### src/rtl/booth_pkg.sv
// Shared definitions for the Booth multiplier / accumulator slice.
// Holds the default operand width, the accumulator state encoding and
// helpers for the signed extremes of a given bit width.
package booth_pkg;

  // Operand width of the upstream Booth multiplier; products are twice this.
  localparam int MUL_W_DEF = 3;

  typedef enum logic [1:0] {
    IDLE  = 2'd0,
    ACCUM = 2'd1,
    HOLD  = 2'd2
  } state_t;

  // Largest signed value representable in w bits.
  function automatic longint smax(input int w);
    return (longint'(1) <<< (w - 1)) - longint'(1);
  endfunction

  // Smallest signed value representable in w bits.
  function automatic longint smin(input int w);
    return -(longint'(1) <<< (w - 1));
  endfunction

endpackage

### src/rtl/booth_mac_acc_if.sv
// Product-in / group-result-out bus of booth_mac_acc.
// master = producer/consumer side, slave = accumulator side.
interface booth_mac_acc_if
  import booth_pkg::*;
#(
  parameter int MUL_W   = MUL_W_DEF,
  parameter int ACC_W   = 12,
  parameter int MAX_LEN = 8
);
  localparam int CNT_W = $clog2(MAX_LEN + 1);

  logic                      prod_valid;
  logic                      prod_ready;
  logic signed [2*MUL_W-1:0] prod_data;
  logic                      prod_last;
  logic                      acc_valid;
  logic                      acc_ready;
  logic signed [ACC_W-1:0]   acc_data;
  logic [CNT_W-1:0]          acc_count;
  logic                      acc_ovf;

  modport master (
    output prod_valid, prod_data, prod_last, acc_ready,
    input  prod_ready, acc_valid, acc_data, acc_count, acc_ovf
  );

  modport slave (
    input  prod_valid, prod_data, prod_last, acc_ready,
    output prod_ready, acc_valid, acc_data, acc_count, acc_ovf
  );
endinterface

### src/rtl/booth_acc_add.sv
// Combinational sign-extend and ACC_W-bit add with signed overflow detect.
// Optional build macro: BOOTH_ACC_SAT_EN clamps the sum to the signed
// extreme on overflow; without it the sum wraps in two's complement.
module booth_acc_add
  import booth_pkg::*;
#(
  parameter int MUL_W = MUL_W_DEF,
  parameter int ACC_W = 12
) (
  input  logic signed [ACC_W-1:0]   acc,
  input  logic signed [2*MUL_W-1:0] prod,
  output logic signed [ACC_W-1:0]   sum,
  output logic                      ovf
);
  logic signed [ACC_W-1:0] prod_ext;
  logic signed [ACC_W-1:0] raw;

  // Size cast of a signed operand replicates its sign bit.
  assign prod_ext = ACC_W'(prod);
  assign raw      = acc + prod_ext;
  // Like-signed operands producing an opposite-signed result.
  assign ovf      = (acc[ACC_W-1] == prod_ext[ACC_W-1]) && (raw[ACC_W-1] != acc[ACC_W-1]);

`ifdef BOOTH_ACC_SAT_EN
  localparam logic signed [ACC_W-1:0] SAT_MAX = ACC_W'(smax(ACC_W));
  localparam logic signed [ACC_W-1:0] SAT_MIN = ACC_W'(smin(ACC_W));

  // Clamp toward the sign both operands shared when the add overflowed.
  function automatic logic signed [ACC_W-1:0] saturate(
    input logic signed [ACC_W-1:0] r,
    input logic                    o,
    input logic                    neg
  );
    if (o) return neg ? SAT_MIN : SAT_MAX;
    return r;
  endfunction

  assign sum = saturate(raw, ovf, acc[ACC_W-1]);
`else
  assign sum = raw;
`endif

endmodule

### src/rtl/booth_mac_acc.sv
// Group accumulator for signed Booth products.
// Takes one product per valid/ready beat, closes a group on prod_last or
// after MAX_LEN beats, then holds sum/count/overflow until acc_ready.
// Optional build macro: BOOTH_ACC_SAT_EN (saturating accumulation,
// implemented inside booth_acc_add).
module booth_mac_acc
  import booth_pkg::*;
#(
  parameter int MUL_W   = MUL_W_DEF,
  parameter int ACC_W   = 12,
  parameter int MAX_LEN = 8
) (
  input logic          clk,
  input logic          rst_n,
  booth_mac_acc_if.slave bus
);
  localparam int CNT_W = $clog2(MAX_LEN + 1);

  state_t                  state;
  logic signed [ACC_W-1:0] acc;
  logic signed [ACC_W-1:0] sum;
  logic [CNT_W-1:0]        cnt;
  logic [CNT_W-1:0]        cnt_nxt;
  logic                    ovf;
  logic                    add_ovf;
  logic                    take;
  logic                    close;

  // acc is zero in IDLE, so the first beat of a group is a plain load.
  booth_acc_add #(
    .MUL_W (MUL_W),
    .ACC_W (ACC_W)
  ) u_add (
    .acc  (acc),
    .prod (bus.prod_data),
    .sum  (sum),
    .ovf  (add_ovf)
  );

  // Handshake flags decode state only; rst_n gating keeps ready low during reset.
  assign bus.prod_ready = rst_n && (state != HOLD);
  assign bus.acc_valid  = (state == HOLD);
  assign bus.acc_data   = acc;
  assign bus.acc_count  = cnt;
  assign bus.acc_ovf    = ovf;

  assign take    = bus.prod_valid && (state != HOLD);
  assign cnt_nxt = cnt + 1'b1;
  assign close   = bus.prod_last || (cnt_nxt == CNT_W'(MAX_LEN));

  // Group state machine with accumulator, count and sticky overflow registers.
  always_ff @(posedge clk or negedge rst_n) begin
    if (!rst_n) begin
      state <= IDLE;
      acc   <= '0;
      cnt   <= '0;
      ovf   <= 1'b0;
    end else begin
      case (state)
        IDLE, ACCUM: begin
          if (take) begin
            acc   <= sum;
            cnt   <= cnt_nxt;
            ovf   <= ovf | add_ovf;
            state <= close ? HOLD : ACCUM;
          end
        end
        HOLD: begin
          if (bus.acc_ready) begin
            acc   <= '0;
            cnt   <= '0;
            ovf   <= 1'b0;
            state <= IDLE;
          end
        end
        default: state <= IDLE;
      endcase
    end
  end

endmodule

### src/flat_wrapper.sv
// flat-port wrapper written by rule: the top's interface ports become plain ports
module booth_mac_acc_flat import booth_pkg::*;
#(
  parameter int MUL_W   = MUL_W_DEF,
  parameter int ACC_W   = 12,
  parameter int MAX_LEN = 8
)
  (clk, rst_n, bus_prod_valid, bus_prod_data, bus_prod_last, bus_acc_ready, bus_prod_ready, bus_acc_valid, bus_acc_data, bus_acc_count, bus_acc_ovf);
  booth_mac_acc_if #(.MUL_W(MUL_W), .ACC_W(ACC_W), .MAX_LEN(MAX_LEN)) bus_i ();
  input logic clk;
  input logic rst_n;
  input wire logic [$bits(bus_i.prod_valid)-1:0] bus_prod_valid;
  input wire logic [$bits(bus_i.prod_data)-1:0] bus_prod_data;
  input wire logic [$bits(bus_i.prod_last)-1:0] bus_prod_last;
  input wire logic [$bits(bus_i.acc_ready)-1:0] bus_acc_ready;
  output wire logic [$bits(bus_i.prod_ready)-1:0] bus_prod_ready;
  output wire logic [$bits(bus_i.acc_valid)-1:0] bus_acc_valid;
  output wire logic [$bits(bus_i.acc_data)-1:0] bus_acc_data;
  output wire logic [$bits(bus_i.acc_count)-1:0] bus_acc_count;
  output wire logic [$bits(bus_i.acc_ovf)-1:0] bus_acc_ovf;
  assign bus_i.prod_valid = bus_prod_valid;
  assign bus_i.prod_data = bus_prod_data;
  assign bus_i.prod_last = bus_prod_last;
  assign bus_i.acc_ready = bus_acc_ready;
  assign bus_prod_ready = bus_i.prod_ready;
  assign bus_acc_valid = bus_i.acc_valid;
  assign bus_acc_data = bus_i.acc_data;
  assign bus_acc_count = bus_i.acc_count;
  assign bus_acc_ovf = bus_i.acc_ovf;
  booth_mac_acc #(.MUL_W(MUL_W), .ACC_W(ACC_W), .MAX_LEN(MAX_LEN)) u_core (.clk(clk), .rst_n(rst_n), .bus(bus_i));
endmodule
### config.mk
export PLATFORM = sky130hd
export DESIGN_NAME = booth_mac_acc_flat
export DESIGN_NICKNAME = d
export VERILOG_FILES = /design/src/rtl/booth_pkg.sv /design/src/rtl/booth_mac_acc_if.sv /design/src/rtl/booth_acc_add.sv /design/src/rtl/booth_mac_acc.sv /design/src/flat_wrapper.sv
export SDC_FILE = /design/constraint.sdc
export NUM_CORES = 1
export LEC_CHECK = 0
export ABC_AREA = 1
export BUFFER_PORTS_ARGS = -buffer_cell sky130_fd_sc_hd__buf_2
export CORE_MARGIN = 3
export CORE_UTILIZATION = 45
export DETAILED_ROUTE_END_ITERATION = 8
export PLACE_DENSITY = 0.8
export SLEW_MARGIN = 20
export SYNTH_ARGS = -nofsm -noshare
export SYNTH_HDL_FRONTEND = slang
export SYNTH_SLANG_ARGS = --single-unit
export TNS_END_PERCENT = 100
### constraint.sdc
create_clock -name clk -period 2.4 [get_ports clk]
set_clock_uncertainty 0.2 [all_clocks]
set_input_delay 0.48 -clock clk [delete_from_list [all_inputs] [get_ports clk]]
set_output_delay 0.48 -clock clk [all_outputs]
set_load 0.01 [all_outputs]
Yosys cells after proc, flatten, opt, wreduce, memory -nomap -nowiden --
Index checks and enable logic that the tools add are counted.
Cells by class: muxes and demuxes 13, equality and inequality tests 8, bitwise gates (word level) 1, reductions and logical operators 9, add/subtract/negate cells 2
Operators by type and width (number):
- 2-to-1 mux 12 bit | 2
- one-hot mux 12 bit (2 select lines) | 1
- adder 12 x 6 -> 12 bit | 1
- 2-to-1 mux 4 bit | 2
- one-hot mux 4 bit (2 select lines) | 1
- 2-to-1 mux 2 bit | 3
- adder 4 x 1 -> 4 bit, second input constant | 1
- equality test 4 bit, second input constant | 1
- != test 2 bit, second input constant | 2
- one-hot mux 2 bit (2 select lines) | 1
- logical AND 1 bit | 3
- AND reduction 3 bit | 1
- equality test 2 x 1 -> 1 bit, second input constant | 1
- equality test 2 bit, second input constant | 1
- logical NOT 2 bit | 1
- 2-to-1 mux 1 bit | 2
- != test 2 x 1 -> 1 bit, second input constant | 1
- one-hot mux 1 bit (2 select lines) | 1
- AND reduction 2 bit | 1
- nonzero test 2 bit | 1
- OR reduction 2 bit | 1
- equality test 1 bit | 1
- logical OR 1 bit | 1
- != test 1 bit | 1
- bitwise OR 1 bit | 1
Storage, ports and cells: output and inout port bits 19, register bits after elaboration 19, bits of input ports 11, logic and storage cells 37

Depth between registers and ports, before layout --
Gate-level depths: netlist of the first run.
depth in word-level cells 6, depth in mapped cells 10

Modules after synthesis --
Synthesis of the first run repeated with hierarchy kept, for this count alone.
Unflattened totals: cell total of the unflattened synthesis 221, area, all modules 1488.9 um^2
Modules (own cells, without submodules):
- booth_mac_acc | instances 1, cells an instance 96, seq. area each 475.5 um^2, area each 814.5 um^2
- booth_acc_add | instances 1, cells an instance 125, seq. area each 0.0 um^2, area each 674.4 um^2

Least setup slack after synthesis of the first run --
OpenSTA, ideal clock, no wires.
path type input to register, from input bus_prod_data[0], to register u_core.acc[6] (netlist: u_core.bus.acc_data[6]), cell stages on the path 8, arrival time 1.556 ns, path slack 0.523 ns, cells stage by stage ha_1 > fa_1 > nand3_1 > nand2_1 > a21oi_1 > nand2_1 > nand2_1 > o21ai_1
Between the ends: cells in the longest elaborated chain, start to end 3
RTL lines:
- from (decl) | RTL line flat_wrapper.sv:13 | input wire logic [$bits(bus_i.prod_data)-1:0] bus_prod_data;
- adder 12 x 6 -> 12 bit | RTL line booth_acc_add.sv:20 | assign raw = acc + prod_ext;
- 2-to-1 mux 12 bit | RTL line booth_mac_acc.sv:61 | if (take) begin
- one-hot mux 12 bit (2 select lines) | RTL line booth_mac_acc.sv:59 | case (state)
- to (signal assigned) | RTL line booth_mac_acc.sv:62 | acc <= sum;
- to (decl) | RTL line booth_mac_acc.sv:20 | logic signed [ACC_W-1:0] acc;
No other way between the ends. The select of a mux whose other input is x is not followed. A chain may end at the register's enable or synchronous reset.

Worst setup path in the final report of the first run --
from input rst_n, to output bus_prod_ready
Between the ends: cells in the longest elaborated chain, start to end 1
RTL lines:
- from (decl) | RTL line flat_wrapper.sv:11 | input logic rst_n;
- logical AND 1 bit | RTL line booth_mac_acc.sv:41 | assign bus.prod_ready = rst_n && (state != HOLD);
- to (decl) | RTL line flat_wrapper.sv:16 | output wire logic [$bits(bus_i.prod_ready)-1:0] bus_prod_ready;
No other way between the ends.

==> impl_metrics.py, run 1 <==
metrics = {
    "pwr": {
        "powerDensity_mw_per_mm2": 1162,
        "p_int_uw": 962.5,
        "p_sw_uw": 871.4,
        "power_mw": 1.834,
        "p_seq_frac": 0.316,
        "comb_power_share": 0.591,
        "peakVddDrop_uv": 580.1,
        "leakage_nw": 0.9038,
        "p_clk_frac": 0.093,
        "switching_share": 0.4752,
    },
    "floorplan": {
        "rows": 19,
        "die-area_mm2": 0.003721,
        "start_util": 0.4812,
        "die-width_um": 61,
        "die_y_um": 61,
        "core_area_mm2": 0.002829,
        "ioPinCount": 30,
    },
    "cells_and_area": {
        "fin_cells": 243,
        "antenna_cells": 0,
        "fillers": 270,
        "fin_util": 0.5577,
        "layout-drive-gt1-share": 0.2264,
        "nets": 237,
        "area_growth_syn_to_layout_pct": 15.90,
    },
    "routing": {
        "wire_per_inst_um": 12.49,
        "first_pass_iters": 5,
        "wl_mm": 3.036,
        "post-route-drc-count": 0,
        "num_vias": 1258,
        "routed_via_density": 5.177,
        "drtAntennaViolNets": 0,
        "drtIter0Drc": 35,
    },
    "timing": {
        "finalHoldViolCount": 0,
        "max-slew-margin-rel": 0.7196,
        "rsz0062_at_grt": "no",
        "finalSetupViolations": 0,
        "tightest_slew_ns": 0.4196,
        "min_period_over_period": 0.8678,
        "finalMaxSlewViolations": 0,
        "fmax_mhz": 480.1,
        "finalSetupTns_ns": 0,
        "min_period_ns": 2.083,
    },
    "yosys": {
        "synth_top_family_by_area": "simple AND/OR/NAND/NOR gates",
        "synth-xor-area-share": 0.01287,
        "synth-adder-area-share": 0.1250,
        "yosys_warnings": 0,
        "postSynthCellCount": 178,
        "ys_ff_latch": 19,
        "synth-compound-area-share": 0.1645,
        "avgSynthCellArea_um2": 7.648,
        "ys_types": 27,
        "synth_mux_area_frac": 0,
        "yosys.area_share.simple": 0.2684,
        "syn_nets": 202,
        "synth.yosys.seq_area_share": 0.3493,
        "syn-cell-area_mm2": 0.001361,
    },
    "place": {
        "place_inst": 238,
        "portBuffers": 29,
        "hpwl_mm": 2.312,
        "place.gp.congestion": 0.8473,
    },
    "critical_path": {
        "crit_type": "in -> out",
        "worst_path_max_delay_cell": "dlygate4sd3_1",
        "crit_fanout": 2,
        "worst_ep_arrival_time_ns": 1.40,
        "start_kind": "input pin",
        "required_ns": 1.72,
        "worstPathCellList": "dlygate4sd3_1, buf_2, inv_1, nor2_1, buf_2",
        "critical_path.max_stage_delay_ns": 0.52,
        "cp_top_family": "buffers and inverters",
        "cp_num_buf_inv": 4,
        "cp.depth": 5,
        "cp-end-kind": "primary output",
        "r2r_cells": 8,
        "crit_top_cell": "buf_2",
    },
    "cts": {
        "cts_tree": "yes",
        "clkLatencyLatePin_ns": 0.31,
        "cts_setup_buffers": 0,
        "clk_pin_slew_ns": 0.10,
        "cts.sinks": 19,
        "htree_levels": 1,
        "clk_path_buf_depth": 2,
        "cts_root_buf": "clkbuf_4",
        "cts_buffers": 3,
    },
    "min_path": {
        "min_path_cells": 2,
        "min_path_type": "in -> reg",
    },
    "status": {
        "status": "complete, no violations",
    },
    "grt": {
        "grt_pass1_vias": 1182,
        "overflow": 0,
        "grt.total_usage": 0.1943,
        "grt_pass1_wl_mm": 5.368,
        "grt_start_max_net_pins": 20,
        "antenna_found_initial": 0,
    },
    "run": {
        "cap_viol_max_count": 0,
    },
}
[worst paths after layout]
kind	from	endpoint	slack [ns]
setup / recovery	rst_n	bus_prod_ready	0.32
hold / removal	bus_acc_ready	u_core.state[1]	0.15
setup reg to reg	u_core.bus.acc_data[0]	u_core.bus.acc_data[6]	0.47
hold reg to reg	u_core.bus.acc_data[7]	u_core.bus.acc_data[7]	0.33
max in group asynchronous	rst_n	u_core.bus.acc_ovf	1.27
min in group asynchronous	rst_n	u_core.bus.acc_data[4]	0.52
[power by group through the flow]
stage,Clock (mW),Combinational [mW],Sequential (mW)
final,0.170,1.08,0.579
after global placement,0,1.07,0.584
after detailed placement,0,1.08,0.586
after floorplan,0,0.727,0.633
after CTS,0.178,1.09,0.582
after global routing,0.193,1.25,0.607
[timing repair]
action,CTS,global route
hold endpoints to repair,19,0
hold buffers,1,0
resized for setup,0,0
[metal layers]
layer  global-route usage  routed length [µm]  vias to the layer above
met5                    0                   0                        -
met4              0.05573                  29                        0
met3              0.06596                 214                        5
met2               0.2992                1343                       38
met1               0.2595                1448                      563
li1                     -                   -                      652
[worst reg2reg max path: stages (launching register included)]
cell and delay, ns:
dfrtp_1 0.41, ha_1 0.23, fa_1 0.44, nand3_1 0.10
nand2_1 0.10, a21oi_1 0.19, nand2_1 0.07, nand2_1 0.06
o21ai_1 0.05
[state kept, by name, summed over array words and instances, names as in the netlist]
| register | flops |
|---|---|
| u_core.bus.acc_ovf | 1 |
| u_core.bus.acc_count | 4 |
| u_core.bus.acc_data | 12 |
| u_core.state | 2 |
[final cells by class]
cell class / count / area, µm² / share of cell area
Inverter: 24 / 90.09 / 0.05710
Timing Repair Buffer: 32 / 170.2 / 0.1079
Tap cell: 31 / 38.79 / 0.02458
Sequential cell: 19 / 475.5 / 0.3013
Clock buffer: 4 / 26.28 / 0.01665
Multi-Input combinational cell: 133 / 777.0 / 0.4925
[cell families (layout without fill, tap and decap cells)]
group / Yosys count / in the layout
AND/OR/NAND/NOR: 81 / 81
flip-flops: 19 / 19
adder cells (fa/ha/maj): 13 / 13
XOR/XNOR: 2 / 2
buffers and inverters: 26 / 60
AO/OA/AOI/OAI: 37 / 37
[placed cells by master, fill, tap and decap left out, types with 3 or more instances in the layout]
master,instances
clkbuf_4,3
a22o_1,3
o21ai_1,5
nand3_1,12
dfrtp_1,19
nor2_1,11
o21ai_0,9
nand2_2,5
ha_1,12
a21oi_1,11
nand2_1,46
buf_2,29
inv_1,22
[Yosys cell counts (all sizes together)]
| cell | instances | share of area |
|---|---|---|
| a21o | 2 | 0.011 |
| a21oi | 13 | 0.053 |
| a22o | 3 | 0.019 |
| a31oi | 1 | 0.0046 |
| buf | 2 | 0.014 |
| dfrtp | 19 | 0.35 |
| fa | 1 | 0.015 |
| ha | 12 | 0.11 |
| inv | 24 | 0.066 |
| nand2 | 51 | 0.15 |
| nand3 | 14 | 0.059 |
| nand4 | 2 | 0.0092 |
| nor2 | 13 | 0.047 |
| nor3 | 1 | 0.0037 |
| o21ai | 14 | 0.051 |
| o21bai | 3 | 0.019 |
| o31ai | 1 | 0.0055 |
| xnor2 | 1 | 0.0064 |
| xor2 | 1 | 0.0064 |
[metrics by stage]
| step | hold WS [ns] | area [µm²] | worst slack (ns) |
|---|---|---|---|
| floorplan | -0.01559 | 1361 | 0.5231 |
| global placement | 0.2903 | 1541 | 0.3384 |
| detailed placement | 0.3016 | 1541 | 0.3120 |
| CTS | 0.1374 | 1578 | 0.3145 |
| global route | 0.1344 | 1578 | 0.2622 |
| finish | 0.1472 | 1578 | 0.3172 |
Note: power is estimated with default switching activity, not from simulation.
==> run 2, diff against run 1 <==
--- a/config.mk
+++ b/config.mk
@@ -13,2 +13,3 @@
 export PLACE_DENSITY = 0.8
+export SKIP_LAST_GASP = 1
 export SLEW_MARGIN = 20
==> constraint.sdc (replaced) <==
create_clock -name clk -period 2.4 [get_ports clk]
set_clock_uncertainty 0.2 [all_clocks]
set_input_delay 0.12 -clock clk [delete_from_list [all_inputs] [get_ports clk]]
set_output_delay 0.12 -clock clk [all_outputs]
set_load 0.01 [all_outputs]
==> run 2 against run 1 <==
Compared with the run above: fmax up 4.1%; sequential power hardly changed; critical path depth grew 1; utilization is 1.6 points higher; total power is essentially flat; non-clock buffer count rose by 4; wire length decreased by 2.5%; clock-buffer cell count shrank 1; hold slack lost 0.12 ns; flip-flop and latch count did not move; largest cell class unchanged.
==> impl_metrics.py, run 2 (synthesis gave the netlist of run 1 again) <==
metrics = {
    "critical_path": {
        "worst_ep_arrival_time_ns": 2.07,
        "start_kind": "flip-flop",
        "crit_fanout": 11,
        "cp-end-kind": "flip-flop",
        "crit_type": "reg -> reg",
        "required_ns": 2.47,
    },
    "timing": {
        "min_period_over_period": 0.8334,
        "min_period_ns": 2.000,
        "max-slew-margin-rel": 0.7194,
        "fmax_mhz": 499.9,
        "rsz0062_at_grt": "no",
        "tightest_slew_ns": 0.4204,
        "finalHoldViolCount": 0,
        "finalSetupTns_ns": 0,
        "finalSetupViolations": 0,
        "finalMaxSlewViolations": 0,
    },
    "floorplan": {
        "start_util": 0.4812,
        "die_y_um": 61,
        "ioPinCount": 30,
        "die-area_mm2": 0.003721,
        "rows": 19,
        "core_area_mm2": 0.002829,
        "die-width_um": 61,
    },
    "cts": {
        "cts_buffers": 3,
        "clk_path_buf_depth": 2,
        "clkLatencyLatePin_ns": 0.32,
        "cts_tree": "yes",
        "hold_buffers": 6,
        "clk_pin_slew_ns": 0.13,
        "cts_setup_buffers": 0,
        "cts_root_buf": "clkbuf_4",
        "cts.sinks": 19,
        "cts_resized": 0,
        "htree_levels": 1,
    },
    "cells_and_area": {
        "layout-drive-gt1-share": 0.2222,
        "layout_common_cells": "46 x nand2_1, 29 x buf_2, 22 x inv_1",
        "fin_util": 0.5741,
        "largest_register_ffs": 12,
        "fillers": 284,
        "area_growth_syn_to_layout_pct": 19.30,
        "multi_input_comb_area_um2": 777.0,
        "antenna_cells": 0,
        "nets": 241,
        "seqCellArea_um2": 475.5,
        "mostFrequentLayoutCell": "nand2_1",
    },
    "routing": {
        "wire_per_inst_um": 11.98,
        "num_vias": 1230,
        "wl_mm": 2.959,
        "drtIter0Drc": 40,
        "drtAntennaViolNets": 0,
        "routed_via_density": 4.980,
        "first_pass_iters": 4,
        "post-route-drc-count": 0,
    },
    "pwr": {
        "power_mw": 1.834,
        "switching_share": 0.4734,
        "powerDensity_mw_per_mm2": 1129,
        "p_seq_frac": 0.314,
        "p_clk_frac": 0.098,
        "comb_power_share": 0.588,
        "p_int_uw": 965.6,
        "peakVddDrop_uv": 612.6,
        "p_sw_uw": 868.2,
        "leakage_nw": 0.9207,
    },
    "run": {
        "cap_viol_max_count": 0,
    },
    "place": {
        "portBuffers": 29,
        "hpwl_mm": 2.189,
        "place.gp.congestion": 0.8151,
    },
    "grt": {
        "overflow": 0,
        "grt.total_usage": 0.1837,
        "grt_pass1_wl_mm": 5.112,
        "grt_pass1_vias": 1216,
        "antenna_found_initial": 0,
        "grt_start_max_net_pins": 20,
    },
    "status": {
        "status": "complete, no violations",
    },
    "min_path": {
        "min_path_type": "in -> reg",
    },
}
run 2: cell types whose count changed in the layout (fill, tap and decap cells not counted), sizes merged:
cell | previous run | this run
dlygate4sd3 | 1 | 6
buf | 31 | 30
clkbuf | 4 | 3
clkinvlp | 0 | 1
run 2: power by group through the flow:
| stage | clock network (mW) | logic (mW) | registers (mW) |
|---|---|---|---|
| global route | 0.198 | 1.24 | 0.603 |
| finish | 0.179 | 1.08 | 0.576 |
| CTS | 0.185 | 1.09 | 0.578 |
| global placement | 0 | 1.05 | 0.581 |
| floorplan | 0 | 0.727 | 0.633 |
| detailed placement | 0 | 1.07 | 0.584 |
run 2: worst max-delay path, stage by stage, from the launching register on:
cell and delay, ns:
dfrtp_1 0.39, inv_2 0.10, nand2_2 0.13, inv_1 0.35
nand2_1 0.12, o31ai_1 0.08, dlygate4sd3_1 0.57
run 2: per-layer routing:
| layer | global-route usage | routed length (µm) |
|---|---|---|
| met4 | 0.04644 | 34 |
| met2 | 0.3099 | 1374 |
| met3 | 0.03830 | 116 |
| met5 | 0 | 0 |
| met1 | 0.2396 | 1434 |
run 2: cell type report:
type,count,area share
tap,31,0.02388
timing repair buffer,36,0.1310
inverter,24,0.05547
clock inverter,1,0.004622
multi-input combinational,133,0.4784
sequential,19,0.2928
clock buffer,3,0.01387
run 2: worst paths after layout:
path	to	slack [ns]	cells past startpoint	start
worst max register to register	u_core.state[1]	0.40	6	u_core.state[1]
worst min-delay path	u_core.bus.acc_data[1]	0.03	3	bus_prod_data[1]
max in group asynchronous	u_core.bus.acc_data[10]	1.66	3	rst_n
min in group asynchronous	u_core.bus.acc_data[3]	0.13	3	rst_n
worst min register to register	u_core.bus.acc_data[9]	0.32	2	u_core.bus.acc_data[9]
worst max-delay path	u_core.state[1]	0.40	6	u_core.state[1]
run 2: through the flow:
stage | setup WS [ns] | cells | hold WS (ns) | instance area (µm²)
final | 0.3998 | 247 | 0.02570 | 1624
after detailed placement | 0.4868 | 237 | -0.03301 | 1534
after CTS | 0.3910 | 247 | 0.02397 | 1624
after global placement | 0.5347 | 237 | -0.03046 | 1534
after floorplan | 0.5505 | 178 | -0.3756 | 1361
after global routing | 0.2304 | 247 | 0.03637 | 1624
==> run 3, diff against run 2 <==
- ABC_AREA: 1 -> 0
- PLACE_DENSITY: 0.8 -> 0.83
- clock period: 2.4 -> 1.7 ns (I/O delays scaled with it)
==> run 3 against run 2 <==
Compared with the run above: largest power group unchanged; first-iteration DRC count increased by 140%; sequential share of layout area decreased by 6.5 points; sequential power increased by 49%; fmax decreased by 12%; non-clock buffer count increased by 40; register-to-register slack got worse by 0.98 ns; final cell count increased by 2.8%; the run now ends with negative setup slack left; utilization increased by 18 points; die area decreased by 2.1%; largest cell class unchanged; wire length increased by 55%; hold slack improved by 0.063 ns.
==> impl_metrics.py, run 3 <==
metrics = {
    "status": {
        "status": "complete, but fails checks",
        "violations": "negative setup slack",
    },
    "critical_path": {
        "worst_path_max_delay_cell": "dfrtp_1",
        "start_kind": "flip-flop",
        "worstReg2RegStart": "u_core.bus.acc_data[0]",
        "worstPathCellList": "ha_4, fa_2, a21o_2, a21oi_4, o21bai_2, a31oi_2, mux2i_1, nand3_1",
        "crit_fanout": 2,
        "cp-end-kind": "flip-flop",
        "r2r_cells": 8,
        "required_ns": 1.70,
        "ff2ff_setup_slack_ns": -0.58,
        "worst_ep_arrival_time_ns": 2.28,
        "cp_num_buf_inv": 0,
        "cp_top_family": "compound AO/OA/AOI/OAI gates",
        "crit_type": "reg -> reg",
        "critical_path.max_stage_delay_ns": 0.43,
        "timing.rr.end": "u_core.bus.acc_data[8]",
    },
    "floorplan": {
        "die-width_um": 60.37,
        "start_util": 0.4782,
        "die-area_mm2": 0.003644,
        "core_area_mm2": 0.002781,
        "rows": 19,
        "die_y_um": 60.37,
        "ioPinCount": 30,
    },
    "cts": {
        "clkLatencyLatePin_ns": 0.31,
        "htree_levels": 1,
        "clk_pin_slew_ns": 0.12,
        "cts.sinks": 19,
        "cts_tree": "yes",
        "clk_path_buf_depth": 2,
        "cts_buffers": 3,
        "cts_root_buf": "clkbuf_4",
    },
    "cells_and_area": {
        "fillers": 181,
        "layout_common_cells": "41 x buf_4, 29 x buf_2, 21 x nand2_1",
        "fin_util": 0.7557,
        "mostFrequentLayoutCell": "buf_4",
        "fin_cells": 254,
        "nets": 248,
        "antenna_cells": 0,
        "area_growth_syn_to_layout_pct": 58.04,
        "layout-drive-gt1-share": 0.4709,
        "largest_register_ffs": 12,
    },
    "place": {
        "dp_slack_ns": -0.5417,
        "hpwl_mm": 2.953,
        "place.gp.congestion": 0.8079,
        "place_inst": 238,
        "portBuffers": 29,
    },
    "yosys": {
        "synth_edf_count": 0,
        "avgSynthCellArea_um2": 9.048,
        "ys_types": 37,
        "ys_top_cells_by_count": "21 x nand2_1, 19 x dfrtp_1, 12 x ha_1",
        "yosys-top-cells-area": "dfrtp_1 36%, ha_1 11%, nand2_1 5.9%",
        "postSynthCellCount": 147,
        "netlist.area_leader.share": 0.3575,
        "synth_top_cell_by_area": "dfrtp_1",
        "ys_ff_latch": 19,
        "synthArstFlopShare": 1.000,
        "syn-cell-area_mm2": 0.001330,
        "yosys_warnings": 0,
        "syn_nets": 171,
        "dominantRegCellSynth": "dfrtp_1",
        "yosysMostFrequentCell": "nand2_1",
        "synth.yosys.seq_area_share": 0.3575,
    },
    "timing": {
        "fmax_mhz": 438.4,
        "finalSetupViolations": 10,
        "max-slew-margin-rel": 0.8019,
        "finalMaxSlewViolations": 0,
        "rsz0062_at_grt": "yes",
        "min_period_over_period": 1.342,
        "min_period_ns": 2.281,
        "hold_ws_ns": 0.08884,
        "timing.final.ws_setup_ns": -0.5808,
        "finalHoldViolCount": 0,
        "tightest_slew_ns": 0.2944,
    },
    "routing": {
        "post-route-drc-count": 0,
        "drtAntennaViolNets": 0,
        "drtIter0Drc": 95,
        "routed_via_density": 5.823,
        "first_pass_iters": 4,
        "wl_mm": 4.576,
        "wire_per_inst_um": 18.02,
        "num_vias": 1479,
    },
    "grt": {
        "grt_pass1_vias": 1438,
        "grt_pass1_wl_mm": 6.534,
        "grt.total_usage": 0.2448,
        "overflow": 0,
        "antenna_found_initial": 0,
        "grt_start_max_net_pins": 20,
    },
    "pwr": {
        "comb_power_share": 0.704,
        "leakage_nw": 1.011,
        "p_sw_mw": 1.640,
        "p_clk_frac": 0.067,
        "p_int_mw": 2.119,
        "power_mw": 3.759,
        "peakVddDrop_uv": 1344,
        "switching_share": 0.4364,
        "powerDensity_mw_per_mm2": 1788,
        "p_seq_frac": 0.229,
    },
    "run": {
        "cap_viol_max_count": 0,
    },
    "min_path": {
        "min_path_cells": 4,
        "min_path_type": "in -> reg",
        "hold_end": "u_core.bus.acc_data[1]",
        "min-delay-start": "bus_prod_data[1]",
    },
}
run 3: changes by cell type in the layout (fill, tap and decap cells not counted), moves of 4 or more:
cell / before / now
o21ai_0: 9 / 4
mux2i_1: 0 / 4
nand3_1: 12 / 7
a21oi_1: 11 / 3
nor2_1: 11 / 2
a21oi_4: 0 / 4
nand2_1: 46 / 21
buf_4: 1 / 41
nand2_2: 5 / 0
ha_4: 0 / 9
ha_1: 12 / 3
xor2_1: 1 / 5
inv_1: 22 / 6
run 3: worst max-delay path by stage:
stage          depth (start not counted)              startpoint  slack (ns)                     end
2_1_floorplan                          8  u_core.bus.acc_data[0]       -0.44  u_core.bus.acc_data[8]
3_3_place_gp                           8  u_core.bus.acc_data[0]       -0.41  u_core.bus.acc_data[8]
3_5_place_dp                           8  u_core.bus.acc_data[0]       -0.54  u_core.bus.acc_data[8]
4_1_cts                                8  u_core.bus.acc_data[0]       -0.51  u_core.bus.acc_data[8]
5_1_grt                                8  u_core.bus.acc_data[0]       -0.62  u_core.bus.acc_data[8]
6_report                               8  u_core.bus.acc_data[0]       -0.58  u_core.bus.acc_data[8]
run 3: per-stage QoR:
step / setup TNS (ns) / area, µm²
after floorplan: -1.905 / 1430
after global placement: -2.303 / 1859
after detailed placement: -3.094 / 1859
after CTS: -3.308 / 1968
after global routing: -4.302 / 2102
final: -3.504 / 2102
run 3: cells by family after synthesis:
kind of cell             after synthesis  share of synthesized area
AND/OR/NAND/NOR                       48                     0.1740
AO/OA/AOI/OAI                         43                     0.2145
flip-flops                            19                     0.3575
adder cells (fa/ha/maj)               13                     0.1279
XOR/XNOR                              10                    0.06585
buffers and inverters                 10                    0.03010
multiplexers                           4                    0.03010
run 3: repair_timing:
action	CTS	global route
pin swaps	6	24
gates resized for setup	6	16
buffers inserted	1	8
setup endpoints to repair	10	10
hold buffers	5	0
hold endpoints to repair	24	0
run 3: power by group through the flow:
stage | clock network [mW] | logic (mW) | registers (mW)
floorplan | 0 | 1.14 | 0.941
global placement | 0 | 2.03 | 0.836
detailed placement | 0 | 2.16 | 0.855
CTS | 0.249 | 2.25 | 0.847
global route | 0.272 | 2.85 | 0.883
finish | 0.251 | 2.65 | 0.860
run 3: cell type report:
cell class                 count  area (µm²)  share of cell area
clock buffer                   4       26.28             0.01250
tap                           31       38.79             0.01845
inverter                       6       22.52             0.01071
sequential                    19       479.2              0.2280
timing repair buffer          76       514.2              0.2446
multi-input combinational    118        1021              0.4857
run 3: worst register-to-register path, cell delays in order (launching register included):
cell      delay, ns
dfrtp_1        0.43
ha_4           0.18
fa_2           0.36
a21o_2         0.24
a21oi_4        0.15
o21bai_2       0.10
a31oi_2        0.18
mux2i_1        0.22
nand3_1        0.11
run 3: layer usage:
metal | part of all wire | wire (µm) | global-route usage | up-vias
li1 | - | - | - | 689
met4 | 0.052 | 236 | 0.1361 | 0
met3 | 0.049 | 224 | 0.02979 | 22
met1 | 0.40 | 1814 | 0.2850 | 707
met5 | 0 | 0 | 0 | -
met2 | 0.50 | 2301 | 0.4336 | 61
